===== config.mk =====
export PLATFORM = sky130hd
export DESIGN_NAME = ecall_unit
export DESIGN_NICKNAME = d
export VERILOG_FILES = /design/src/rtl/ecall_pkg.sv /design/src/rtl/ecall_unit_btn_debounce.sv /design/src/rtl/ecall_unit.sv
export SDC_FILE = /design/constraint.sdc
export NUM_CORES = 1
export LEC_CHECK = 0
export ABC_AREA = 0
export ABC_CLOCK_PERIOD_IN_PS = 2900
export BUFFER_PORTS_ARGS = -buffer_cell sky130_fd_sc_hd__buf_4
export CORE_UTILIZATION = 45
export CTS_BUF_LIST = sky130_fd_sc_hd__clkbuf_8 sky130_fd_sc_hd__clkbuf_16
export CTS_CLUSTER_SIZE = 14
export DETAILED_ROUTE_END_ITERATION = 10
export GPL_TIMING_DRIVEN = 0
export PLACE_DENSITY = 0.77
export SETUP_SLACK_MARGIN = 0.5
export SLEW_MARGIN = 25
export SYNTH_ARGS = -nofsm -noshare
export SYNTH_HDL_FRONTEND = slang
export SYNTH_SLANG_ARGS = --single-unit
export TNS_END_PERCENT = 30

===== constraint.sdc =====
create_clock -name clk -period 2.9 [get_ports clk]
set_clock_uncertainty 0.1 [all_clocks]
set_input_delay 0.725 -clock clk [delete_from_list [all_inputs] [get_ports clk]]
set_output_delay 0.725 -clock clk [all_outputs]
set_load 0.1 [all_outputs]

===== src/rtl/ecall_pkg.sv =====
// ecall_pkg: service numbers and FSM state encoding shared by the ECALL service unit.
package ecall_pkg;

    localparam logic [31:0] SYS_PRINT_INT = 32'd1;
    localparam logic [31:0] SYS_READ_INT  = 32'd5;
    localparam logic [31:0] SYS_EXIT      = 32'd10;

    typedef logic [2:0] state_t;

    localparam state_t ST_IDLE         = 3'd0;
    localparam state_t ST_WAIT_RELEASE = 3'd1;
    localparam state_t ST_WAIT_PRESS   = 3'd2;
    localparam state_t ST_DONE         = 3'd3;
    localparam state_t ST_HALT         = 3'd4;

endpackage


===== src/rtl/ecall_unit_btn_debounce.sv =====
// btn_debounce: 2-flop synchronizer plus stability filter for the confirm button.
// The filter counter exists only with ECALL_DEBOUNCE_EN; otherwise level is the synchronized button.
module btn_debounce #(
    parameter int DEBOUNCE_CYCLES = 1000000
) (
    input  logic clk,
    input  logic rst_n,
    input  logic btn,
    output logic level
);

    logic [1:0] sync;

    always_ff @(posedge clk or negedge rst_n)
        if (!rst_n) sync <= '0;
        else        sync <= {sync[0], btn};

`ifdef ECALL_DEBOUNCE_EN
    localparam int CW = $clog2(DEBOUNCE_CYCLES + 1);

    logic [CW-1:0] cnt;

    // Saturates at DEBOUNCE_CYCLES; any low sample restarts the count.
    always_ff @(posedge clk or negedge rst_n)
        if (!rst_n)                           cnt <= '0;
        else if (!sync[1])                    cnt <= '0;
        else if (cnt != CW'(DEBOUNCE_CYCLES)) cnt <= cnt + 1'b1;

    assign level = cnt == CW'(DEBOUNCE_CYCLES);
`else
    logic unused_cfg;

    assign unused_cfg = ^DEBOUNCE_CYCLES;
    assign level      = sync[1];
`endif

endmodule


===== src/rtl/ecall_unit.sv =====
// ecall_unit: ECALL service unit (print int, read int from switches, exit) with fetch stall and a0 writeback.
// Button stability filtering is enabled by ECALL_DEBOUNCE_EN.
module ecall_unit
    import ecall_pkg::*;
#(
    parameter int DEBOUNCE_CYCLES = 1000000,
    parameter int SW_W            = 16
) (
    input  logic            clk,
    input  logic            rst_n,
    input  logic            ecall,
    input  logic [31:0]     a7,
    input  logic [31:0]     a0,
    input  logic [SW_W-1:0] sw_in,
    input  logic            btn_confirm,
    output logic            stall,
    output logic            wb_en,
    output logic [31:0]     wb_data,
    output logic [31:0]     seg_value,
    output logic [SW_W-1:0] led_out,
    output logic            halted
);

    state_t          state, next;
    logic [SW_W-1:0] sw_meta, sw_sync, rd_buf;
    logic            level, level_q, rise;
    logic            idle, reading, do_print, do_read, do_exit;

    btn_debounce #(.DEBOUNCE_CYCLES(DEBOUNCE_CYCLES)) u_debounce (
        .clk   (clk),
        .rst_n (rst_n),
        .btn   (btn_confirm),
        .level (level)
    );

    assign rise     = level & ~level_q;
    assign idle     = state == ST_IDLE;
    assign reading  = state == ST_WAIT_RELEASE || state == ST_WAIT_PRESS;
    assign do_print = idle && ecall && a7 == SYS_PRINT_INT;
    assign do_read  = idle && ecall && a7 == SYS_READ_INT;
    assign do_exit  = idle && ecall && a7 == SYS_EXIT;

    always_comb begin
        next = state;
        case (state)
            ST_IDLE:         next = do_read ? ST_WAIT_RELEASE : do_exit ? ST_HALT : ST_IDLE;
            ST_WAIT_RELEASE: next = level ? ST_WAIT_RELEASE : ST_WAIT_PRESS;
            ST_WAIT_PRESS:   next = rise ? ST_DONE : ST_WAIT_PRESS;
            ST_DONE:         next = ST_IDLE;
            ST_HALT:         next = ST_HALT;
            default:         next = ST_IDLE;
        endcase
    end

    always_ff @(posedge clk or negedge rst_n)
        if (!rst_n) begin
            state     <= ST_IDLE;
            sw_meta   <= '0;
            sw_sync   <= '0;
            level_q   <= 1'b0;
            rd_buf    <= '0;
            seg_value <= '0;
        end else begin
            state     <= next;
            sw_meta   <= sw_in;
            sw_sync   <= sw_meta;
            level_q   <= level;
            rd_buf    <= (state == ST_WAIT_PRESS && rise) ? sw_sync : rd_buf;
            seg_value <= do_print ? a0 : seg_value;
        end

    // In IDLE the ECALL cycle itself must be held, so stall is combinational there.
    assign stall   = idle ? (do_read | do_exit) : (reading || state == ST_HALT);
    assign wb_en   = state == ST_DONE;
    assign wb_data = wb_en ? 32'(rd_buf) : '0;
    assign led_out = reading ? sw_sync : seg_value[SW_W-1:0];
    assign halted  = state == ST_HALT;

endmodule


# ---- Yosys cells after proc, flatten, opt, wreduce, memory -nomap -nowiden
# Cells that the tools add are included.
dict set report totals {
  register_bits 86
  latchBits 0
  mem_bits_rw 0
  rom_bits 0
  inputBits 84
  out_inout_bits 83
  wordCells 33
  memories 0
}
dict set report op_classes {
  addsub 0
  mul 0
  div 0
  n_lt_le_gt_ge 0
  eq_ne 7
  shifts 0
  n_mux 8
  n_bitwise 3
  reduce_logical 8
}
# cell count
set op_table {}
lappend op_table {{32-bit by 1-bit equality test with 1-bit output (second input constant)} 1}
lappend op_table {{32-bit by 3-bit equality test with 1-bit output (second input constant)} 1}
lappend op_table {{32-bit by 4-bit equality test with 1-bit output (second input constant)} 1}
lappend op_table {{16-bit two-way mux} 2}
lappend op_table {{3-bit case mux with 4 select lines} 1}
lappend op_table {{3-bit by 2-bit equality test with 1-bit output (second input constant)} 2}
lappend op_table {{3-bit two-way mux} 2}
lappend op_table {{1-bit logical AND} 5}
lappend op_table {{3-bit by 1-bit equality test with 1-bit output (second input constant)} 1}
lappend op_table {{3-bit equality test (second input constant)} 1}
lappend op_table {{3-bit zero test} 1}
lappend op_table {{1-bit logical OR} 2}
lappend op_table {{1-bit two-way mux} 2}
lappend op_table {{2-bit two-way mux} 1}
lappend op_table {{1-bit bitwise AND} 1}
lappend op_table {{1-bit NOT} 1}
lappend op_table {{1-bit OR} 1}

# ---- Depth between registers and ports, before layout
# Gate-level depths: netlist of the first run.
dict set report depth {
  ltp_word 6
  depth_mapped 5
}

# ---- Cells and area by module
# A second synthesis of the first run with hierarchy kept.
dict set report unflattened {
  cells_unflattened 227
  area_unflattened_um2 3397.0
}
# module instances cells_each area_each_um2 seq_area_each_um2
set modules_own_cells {}
lappend modules_own_cells {ecall_unit 1 225 3347.0 2102.0}
lappend modules_own_cells {btn_debounce 1 2 50.0 50.0}

# ---- Least setup slack after synthesis of the first run
# Ideal clock, no wire load.
dict set report synth_timing {
  path_type {register to output}
  start {register state[2]}
  end {output port stall}
  arrival_time_ns 3.553
  required_ns 2.075
  slack_ns -1.478
  stages_incl_launch_ff 3
  path_buffers 0
  path_cell_list {dfrtp_1 nor3b_1 a211o_1}
}
dict set report synth_between {
  elab_cells_between_ends 11
  cone_classes {3 x eq/ne; 1 x mux; 1 x bitwise; 6 x reduce/logical}
}
# item line_no
set synth_rtl {}
lappend synth_rtl {{from (decl)} ecall_unit.sv:24} ;# state_t state, next;
lappend synth_rtl {{from (signal assigned)} ecall_unit.sv:64} ;# state <= next;
lappend synth_rtl {{3-bit equality test} -}
lappend synth_rtl {{net halted} ecall_unit.sv:21} ;# output logic halted
lappend synth_rtl {{1-bit logical OR} ecall_unit.sv:73} ;# assign stall = idle ? (do_read | do_exit) : (reading || state == ST_HALT);
lappend synth_rtl {{1-bit two-way mux} ecall_unit.sv:73}
lappend synth_rtl {{to (decl)} ecall_unit.sv:16} ;# output logic stall,
# The timed path passes the listed nets, and every way through them passes these cells.

# ---- Final worst setup path of the first run
dict set report layout_timing {
  start {register state[0]}
  end {output port led_out[11]}
}
dict set report layout_between {
  elab_chain_cells 3
  elab_cells_between_ends 4
  cone_classes {2 x eq/ne; 1 x mux; 1 x reduce/logical}
}
# item line_no
set layout_lines {}
lappend layout_lines {{3-bit by 1-bit equality test with 1-bit output or 3-bit by 2-bit equality test with 1-bit output (tied branches)} ecall_unit.sv:38} ;# assign reading = state == ST_WAIT_RELEASE || state == ST_WAIT_PRESS;
lappend layout_lines {{1-bit logical OR *} ecall_unit.sv:38}
lappend layout_lines {{16-bit two-way mux *} ecall_unit.sv:76} ;# assign led_out = reading ? sw_sync : seg_value[SW_W-1:0];
lappend layout_lines {{to (decl)} ecall_unit.sv:20} ;# output logic [SW_W-1:0] led_out,
# Mark *: on every way between the ends. The rest lies on a longest branch, timed or not.

==> flow_summary.toml, run 1 <==
[die]
fp.coreArea_um2 = 7250
floorplan.initialDensity_pct = 46.3
ioPinCount = 167
die_w_um = 88.4
die_h_um = 88.4
fp-row-count = 31
die-area_um2 = 7820

[sta]
finalCritPeriodShare_pct = 95.3
worst_slack_ps = 137
rsz0062_at_grt = "true"
maxSlewHeadroom_pct = 60.7
finalSetupViolations = 0
slew_viol_final = 0
fmax_mhz = 362
period_needed_ps = 2760
hold_violations = 0
tightest_slew_ps = 590

[routing]
drt_pass1_iterations = 4
ant_nets = 0
drc = 0
wl_per_cell_um = 15.7
wirelength_um = 8200
dr_total_vias = 2481
drtIter0Drc = 76
viasPerCell = 4.75

[clocking]
clock_sinks = 86
cts_tree = "yes"
cts_hold_buf = 0
cts_made_buffers = 9
clk_latency_ps = 350
ctsLongestPathBuffers = 2
h-tree-depth = 3
clkTransAtPathRegs_ps = 90
cts_root_buf = "clkbuf_8"

[setup_path]
crit_fanout = 5
reg2regPathDepth = 8
crit_family = "buffers and inverters"
slowest_stage = "dfrtp_2"
crit_path_frequent_cell = "buf_12"
path_buf_inv = 4
crit_type = "register to output port"
worstPathCellList = "buf_6 > nand2b_4 > a21oi_4 > buf_12 > buf_12 > mux2_4 > buf_12"
r2r-start = "state[1]"
cp_slowest_stage_delay_ps = 440
required_ps = 2080
critPathCaptureType = "output port"
timing.rr.end = "seg_value[3]"
reg2reg_slack_ps = 300
critPathLaunchType = "register"
critPathArrivalTime_ps = 1940

[cells_and_area]
layout_common_cells = "buf_4, dfrtp_1, mux2_2"
drive_gt1_share_pct = 70.4
n_antenna_cell = 0
fin_util_pct = 77.4
fin_nets = 502
syn2layout_area_growth_pct = 67.1
final_common_cell = "buf_4"

[grt]
track_usage_pct = 21.7
grt_max_degree = 47
grt_pass1_vias = 2523
grt_pass1_wl_um = 12600
overflow = 0
antenna_found_initial = 0

[power_and_ir_drop]
p_per_area_nw_per_um2 = 430
leakagePower_nw = 2.88
internal_power_mw = 1.83
ir_drop_uv = 335
power_mw = 2.42
seq_power_share_pct = 51.0
pwr-share-comb_pct = 9.6
switching_power_mw = 0.587
pwr-share-clk_pct = 39.4
sw_frac_of_total_pct = 24.3

[run]
drv_cap = 0

[placement]
gp_congestion = 0.719
post-dp-hpwl_um = 5460
place_ws_ps = -0.167
io_buffer_count = 150

[yosys]
synth.distinct_cells = 27
syn-cell-area_um2 = 3360
synth-seq-cells = 86
synthTopCellsByArea = "dfrtp_1, mux2_2, buf_4"
netlist_instances = 220
post-synth-top-area-cell = "dfrtp_1"
synth_warnings = 0
yosysTopAreaCellShare_pct = 64.1
syn_area_per_cell_um2 = 15.3
seq_area_frac_synth_pct = 64.1

[min_path]
min_from = "u_debounce.sync[0]"
hold_end = "u_debounce.sync[1]"
min_path_type = "register to register"
holdPathStages = 0

[outcome]
status = "complete, no violations"
-- power by group through the flow --
stage | registers (mW) | clock network [mW] | logic [mW]
3_3_place_gp | 1.25 | 0 | 0.219
3_5_place_dp | 1.26 | 0 | 0.226
6_report | 1.23 | 0.951 | 0.232
2_1_floorplan | 1.25 | 0 | 0.113
5_1_grt | 1.24 | 1.01 | 0.247
4_1_cts | 1.23 | 0.971 | 0.229
-- worst max-delay path by stage --
stage          startpoint           to  slack (ps)  cells past startpoint
5_1_grt          state[0]  led_out[11]         110                      7
2_1_floorplan    state[0]        stall         370                      2
3_5_place_dp     state[1]  led_out[11]        -0.2                      5
3_3_place_gp     state[0]  led_out[13]          40                      5
4_1_cts          state[0]  led_out[11]         180                      7
6_report         state[0]  led_out[11]         140                      7
-- cells in the mapped netlist --
cell      number
nor4b_1        1
nor3b_1        1
or4b_1         1
and3b_1        1
a41o_1         1
nor4_4         1
mux2_2        62
conb_1         1
o21ai_0        1
buf_2          3
a211o_1        1
clkbuf_1       1
nor4bb_1       1
and2_1        16
dfrtp_1       86
nand4_1        2
nand2b_1       2
a31o_2         1
a21o_1         1
nor2_1         4
buf_6          3
mux2_1         2
nand2_1        2
buf_4         16
nor4_1         7
a21oi_1        1
o21a_1         1
-- kinds of logic after synthesis --
group | after synthesis | synth area share [%]
buffers and inverters | 23 | 5.14
flip-flops | 86 | 64.1
AND/OR/NAND/NOR | 39 | 7.67
AO/OA/AOI/OAI | 7 | 1.56
multiplexers | 64 | 21.5
other | 1 | 0.112
-- area by class of cell --
type                       count  area [um2]
fill                         439        1640
timing repair buffer         172        1640
tap                           99         124
sequential                    86        2160
buffer                        23         195
clock inverter                 6        92.6
multi-input combinational    126        1270
clock buffer                  10         138
-- sequential cells by signal, indices dropped and copies added (netlist names) --
register / flops
level_q: 1
rd_buf: 16
seg_value: 32
state: 3
sw_meta: 16
sw_sync: 16
u_debounce.sync: 2
-- metrics by stage --
stage / setup TNS, ps / hold slack, ps / std cells / instance area [um2]
floorplan: 0 / 231 / 235 / 3500
global placement: 0 / 232 / 484 / 4750
detailed placement: -0.227 / 235 / 485 / 4770
CTS: 0 / 251 / 516 / 5500
global route: 0 / 257 / 522 / 5610
finish: 0 / 249 / 522 / 5610
-- routing by layer --
layer  wire, um  GRT usage, %  vias up
met4        166          9.24        0
li1           -             -     1135
met5          0             0        -
met2       4550          39.0       92
met3        322          3.45       19
met1       3160          25.7     1235
-- what timing repair did --
action,4_1_cts,5_1_grt
gates resized for setup,78,21
buffers inserted,14,5
pin swaps,6,4
setup endpoints to repair,40,67
gates cloned,1,1
(Power assumes the default switching activity.)
==> run 2: changes to the inputs <==
--- a/config.mk
+++ b/config.mk
@@ -8,15 +8,16 @@
 export ABC_AREA = 0
 export ABC_CLOCK_PERIOD_IN_PS = 2900
 export BUFFER_PORTS_ARGS = -buffer_cell sky130_fd_sc_hd__buf_4
-export CORE_UTILIZATION = 45
+export CORE_UTILIZATION = 46
 export CTS_BUF_LIST = sky130_fd_sc_hd__clkbuf_8 sky130_fd_sc_hd__clkbuf_16
 export CTS_CLUSTER_SIZE = 14
 export DETAILED_ROUTE_END_ITERATION = 10
 export GPL_TIMING_DRIVEN = 0
-export PLACE_DENSITY = 0.77
+export PLACE_DENSITY = 0.78
 export SETUP_SLACK_MARGIN = 0.5
 export SLEW_MARGIN = 25
 export SYNTH_ARGS = -nofsm -noshare
 export SYNTH_HDL_FRONTEND = slang
+export SYNTH_HIERARCHICAL = 1
 export SYNTH_SLANG_ARGS = --single-unit
 export TNS_END_PERCENT = 30
==> run 2 against run 1 <==
  * Die area is 1.1% lower
  * Worst setup slack lost 42 ps
  * Global-route usage increased by 0.94 points
  * Core utilization is 4.8 points higher
  * Worst hold slack got worse by 1.4 ps
  * Power rose by 0.67%
  * Fmax shrank 1.5%
  * Synthesized cell count rose by 3.2%
  * Sequential share of layout area fell by 0.65 points
  * Sequential power barely moved
  * Critical path depth decreased by 1
==> flow_summary.toml, run 2 <==
[sta]
fmax_mhz = 356
hold_violations = 0
maxSlewHeadroom_pct = 49.2
slew_viol_final = 0
period_needed_ps = 2810
finalCritPeriodShare_pct = 96.7
finalSetupViolations = 0
finalSetupTns_ps = 0
tightest_slew_ps = 762
rsz0062_at_grt = "true"

[clocking]
cts_made_buffers = 9
ctsLongestPathBuffers = 2
cts_root_buf = "clkbuf_8"
clock_sinks = 86
h-tree-depth = 3
clk_latency_ps = 350
cts_tree = "yes"
cts_hold_buf = 0
clkTransAtPathRegs_ps = 90

[yosys]
synth_compound_area_share_pct = 1.62
yosysTopAreaCellShare_pct = 63.4
synthAdderAreaFrac_pct = 0
synthTopCellsByArea = "dfrtp_1, mux2_2, buf_4"
syn_area_per_cell_um2 = 15.0
seq_area_frac_synth_pct = 63.4
async_flop_share_pct = 100
synth_xor_area_share_pct = 0
synth.most_common_cell = "dfrtp_1"
synth-seq-cells = 86
synth_commonest_cells = "dfrtp_1, mux2_2, and2_1, buf_4"
synth-edff-count = 0
yosys.area_share.simple_pct = 8.51
synthFlopType = "dfrtp_1"
syn-cell-area_um2 = 3400
synth_warnings = 6
synth_top_family_by_area = "multiplexers"
netlist_instances = 227
synth.distinct_cells = 29
muxShareOfSynthArea_pct = 21.2
post-synth-top-area-cell = "dfrtp_1"

[die]
fp-row-count = 30
die_h_um = 87.9
die_w_um = 87.9
ioPinCount = 167
fp.coreArea_um2 = 6940
floorplan.initialDensity_pct = 48.9
die-area_um2 = 7730

[setup_path]
required_ps = 2080
critPathLaunchType = "register"
critPathArrivalTime_ps = 1980
critPathCaptureType = "output port"
crit_fanout = 5
crit_type = "register to output port"

[grt]
grt_pass1_wl_um = 12900
grt_max_degree = 87
track_usage_pct = 22.6
antenna_found_initial = 0
overflow = 0
grt_pass1_vias = 2572

[cells_and_area]
largest_reg_flops = 32
n_antenna_cell = 0
final_common_cell = "buf_4"
syn2layout_area_growth_pct = 68.0
regMostFlops = "seg_value"
design_area_um2 = 5710
fill_cells = 394
fin_nets = 505
layout_common_cells = "buf_4, dfrtp_1, mux2_2"
drive_gt1_share_pct = 70.4

[power_and_ir_drop]
ir_drop_uv = 397
p_per_area_nw_per_um2 = 426
power_mw = 2.43
leakagePower_nw = 2.92

[routing]
wl_per_cell_um = 17.5
drt_pass1_iterations = 4
viasPerCell = 4.79
drtIter0Drc = 86
dr_total_vias = 2500
ant_nets = 0
drc = 0
wirelength_um = 9130

[outcome]
status = "complete, no violations"

[placement]
post-dp-hpwl_um = 5380
gp_congestion = 0.733
io_buffer_count = 150
place_area_um2 = 4840

[min_path]
min_path_type = "register to register"

[run]
drv_cap = 0
## run 2: repair_timing
item	4_1_cts	5_1_grt
resized for setup	81	35
setup endpoints to repair	65	65
setup buffers	16	1
cloned	1	0
pin swaps	7	3
## run 2: cell families (layout without fill, tap and decap cells)
logic type,Yosys count,after routing
buf+inv,24,208
other cells,1,16
compound gates,8,8
mux,64,64
simple gates,44,44
flops,86,86
## run 2: area by class of cell
type / instances / area, um2 / share of cell area [%]
buffer: 24 / 208 / 3.64
clock buffer: 12 / 165 / 2.89
clock inverter: 4 / 77.6 / 1.36
multi-input combinational: 132 / 1340 / 23.5
sequential: 86 / 2150 / 37.8
tap: 96 / 120 / 2.10
timing repair buffer: 168 / 1640 / 28.8
## run 2: stage by stage
| step | instances | hold WS (ps) | setup slack (ps) | util, % |
|---|---|---|---|---|
| detailed placement | 488 | 235 | -49.4 | 69.7 |
| global route | 522 | 258 | 52.3 | 82.2 |
| floorplan | 242 | 231 | 267 | - |
| finish | 522 | 248 | 94.8 | 82.2 |
| CTS | 521 | 247 | 139 | 80.0 |
| global placement | 488 | 231 | -43.0 | 69.6 |
## run 2: critical path: stages, from the launching register on
cell and delay [ps]:
dfrtp_2 450, nand2b_4 170, a21oi_4 240, buf_6 140
buf_8 130, mux2_4 330, buf_12 170
## run 2: report_power, final
group	internal, mW	switching (mW)
Combinational	0.0928	0.140
Clock	0.559	0.406
Sequential	1.22	0.0109
## run 2: path summary, 6_finish.rpt
| check | cells after the start | slack [ps] | to | start |
|---|---|---|---|---|
| worst max-delay path | 6 | 90 | led_out[8] | state[1] |
| worst min-delay path | 0 | 250 | sw_sync[4] | sw_meta[4] |
| worst max register to register | 7 | 550 | seg_value[8] | state[0] |
| worst min register to register | 0 | 250 | sw_sync[4] | sw_meta[4] |
| max in group asynchronous | 1 | 1820 | state[1] | rst_n |
| min in group asynchronous | 1 | 320 | seg_value[6] | rst_n |
## run 2: per-layer routing
| metal | global-route usage [%] | routed length, um |
|---|---|---|
| met5 | 0 | 0 |
| met4 | 7.45 | 231 |
| met3 | 7.07 | 432 |
| met2 | 38.3 | 4960 |
| met1 | 27.5 | 3510 |
==> run 3: changes to the inputs <==
--- a/config.mk
+++ b/config.mk
@@ -8,7 +8,9 @@
 export ABC_AREA = 0
 export ABC_CLOCK_PERIOD_IN_PS = 2900
 export BUFFER_PORTS_ARGS = -buffer_cell sky130_fd_sc_hd__buf_4
-export CORE_UTILIZATION = 46
+export CELL_PAD_IN_SITES_DETAIL_PLACEMENT = 2
+export CELL_PAD_IN_SITES_GLOBAL_PLACEMENT = 2
+export CORE_UTILIZATION = 29
 export CTS_BUF_LIST = sky130_fd_sc_hd__clkbuf_8 sky130_fd_sc_hd__clkbuf_16
 export CTS_CLUSTER_SIZE = 14
 export DETAILED_ROUTE_END_ITERATION = 10
==> constraint.sdc (replaced) <==
create_clock -name clk -period 2.9 [get_ports clk]
set_clock_uncertainty 0.1 [all_clocks]
set_input_delay 0.725 -clock clk [delete_from_list [all_inputs] [get_ports clk]]
set_output_delay 0.725 -clock clk [all_outputs]
set_load 0.005 [all_outputs]
==> run 3 against run 2 <==
  * Final cell count increased by 8.4%
  * Worst setup slack improved by 110 ps
  * Global-route usage decreased by 4.8 points
  * Fmax increased by 4.2%
  * Wire length increased by 15%
  * Core utilization decreased by 34 points
==> flow_summary.toml, run 3 (synthesis gave the netlist of run 2 again) <==
[outcome]
status = "complete, no violations"

[routing]
viasPerCell = 4.40
drt_pass1_iterations = 4
drc = 0
route.met3.wl_um = 497
drtIter0Drc = 51
wl_per_cell_um = 18.6
wl_met1_um = 4000
wl_met2_um = 5910
top_layer = "met4"
wirelength_um = 10500
ant_nets = 0
dr_total_vias = 2489

[grt]
track_usage_pct = 17.8
overflow = 0
grt_pass1_wl_um = 15800
grt_max_degree = 87
antenna_found_initial = 0
grt_pass1_vias = 2835

[die]
die-area_um2 = 12200
fp-row-count = 39
floorplan.initialDensity_pct = 29.8
die_w_um = 110
die_h_um = 110
fp.coreArea_um2 = 11400
ioPinCount = 167

[clocking]
clkTransAtPathRegs_ps = 60
h-tree-depth = 3
cts_tree = "yes"
clk_latency_ps = 340
cts_root_buf = "clkbuf_16"
ctsLongestPathBuffers = 2
cts_made_buffers = 9
clock_sinks = 86

[placement]
place_inst = 535
place_ws_ps = -23.7
gp_congestion = 0.715
io_buffer_count = 150
post-dp-hpwl_um = 7210

[min_path]
min_path_type = "register to register"

[setup_path]
critPathCaptureType = "output port"
crit_fanout = 5
required_ps = 2080
crit_type = "register to output port"
critPathArrivalTime_ps = 1870
critPathLaunchType = "register"

[cells_and_area]
fin_nets = 502
fin_util_pct = 48.2
final_common_cell = "buf_4"
layout_common_cells = "buf_4, dfrtp_1, mux2_2"
largest_reg_flops = 32
fin_cells = 566
drive_gt1_share_pct = 67.4
n_antenna_cell = 0
regMostFlops = "seg_value"
syn2layout_area_growth_pct = 61.9

[sta]
finalSetupTns_ps = 0
worst_slack_ps = 209
finalCritPeriodShare_pct = 92.8
finalSetupViolations = 0
rsz0062_at_grt = "true"
period_needed_ps = 2690
slew_viol_final = 0
maxSlewHeadroom_pct = 48.0
tightest_slew_ps = 780
fmax_mhz = 372
hold_violations = 0

[power_and_ir_drop]
leakagePower_nw = 2.86
p_per_area_nw_per_um2 = 498
ir_drop_uv = 319

[run]
drv_cap = 0
run 3: changes by cell type in the layout (fill, tap and decap cells not counted), sizes merged:
| cell | change |
|---|---|
| clkinv | -2 |
| clkinvlp | +1 |
| bufinv | +1 |
| inv | +2 |
| buf | -5 |
run 3: area by class of cell:
cell class | instances | area [um2]
buffer | 24 | 205
clock buffer | 10 | 239
sequential | 86 | 2150
tap | 143 | 179
timing repair buffer | 165 | 1340
multi-input combinational | 132 | 1270
fill | 1109 | 5920
clock inverter | 6 | 115
run 3: critical path, cell delays in order (launching register included):
cell and delay [ps]:
dfrtp_2 420, buf_6 140, nand2b_4 70, a21oi_4 210
buf_12 140, buf_12 120, mux2_4 310, buf_6 120
run 3: power breakdown:
group          switching (mW)  leakage (nW)  internal [mW]  total (mW)
Combinational          0.0556          1.57         0.0920       0.148
Clock                   0.483         0.170          0.872        1.35
Sequential             0.0112          1.12           1.22        1.24
Total                   0.550          2.86           2.19        2.74
run 3: metal layers:
layer / global-route usage [%] / up-vias
met5: 0 / -
met4: 6.48 / 0
met3: 3.47 / 9
met2: 32.5 / 76
met1: 20.8 / 1264
li1: - / 1140
run 3: what timing repair did:
action / 4_1_cts / 5_1_grt
hold endpoints to repair: 0 / 0
gates resized for setup: 48 / 7
cloned: 2 / 0
hold buffers: 0 / 0
setup endpoints to repair: 60 / 65
pin swaps: 8 / 2
setup buffers: 11 / 2
run 3: per-stage QoR:
stage | cell area (um2) | hold WS, ps | total power, mW
5_1_grt | 5500 | 265 | 2.84
3_3_place_gp | 4770 | 233 | 1.39
2_1_floorplan | 3460 | 231 | 1.28
3_5_place_dp | 4770 | 236 | 1.40
6_report | 5500 | 251 | 2.74
4_1_cts | 5450 | 254 | 2.77
run 3: worst paths after layout:
kind	startpoint	endpoint	slack [ps]	depth (start not counted)
max	state[0]	led_out[9]	210	7
min	sw_meta[7]	sw_sync[7]	250	0
max reg2reg	state[0]	seg_value[4]	660	8
min reg2reg	sw_meta[7]	sw_sync[7]	250	0
max in group asynchronous	rst_n	state[0]	1770	1
min in group asynchronous	rst_n	seg_value[26]	330	1
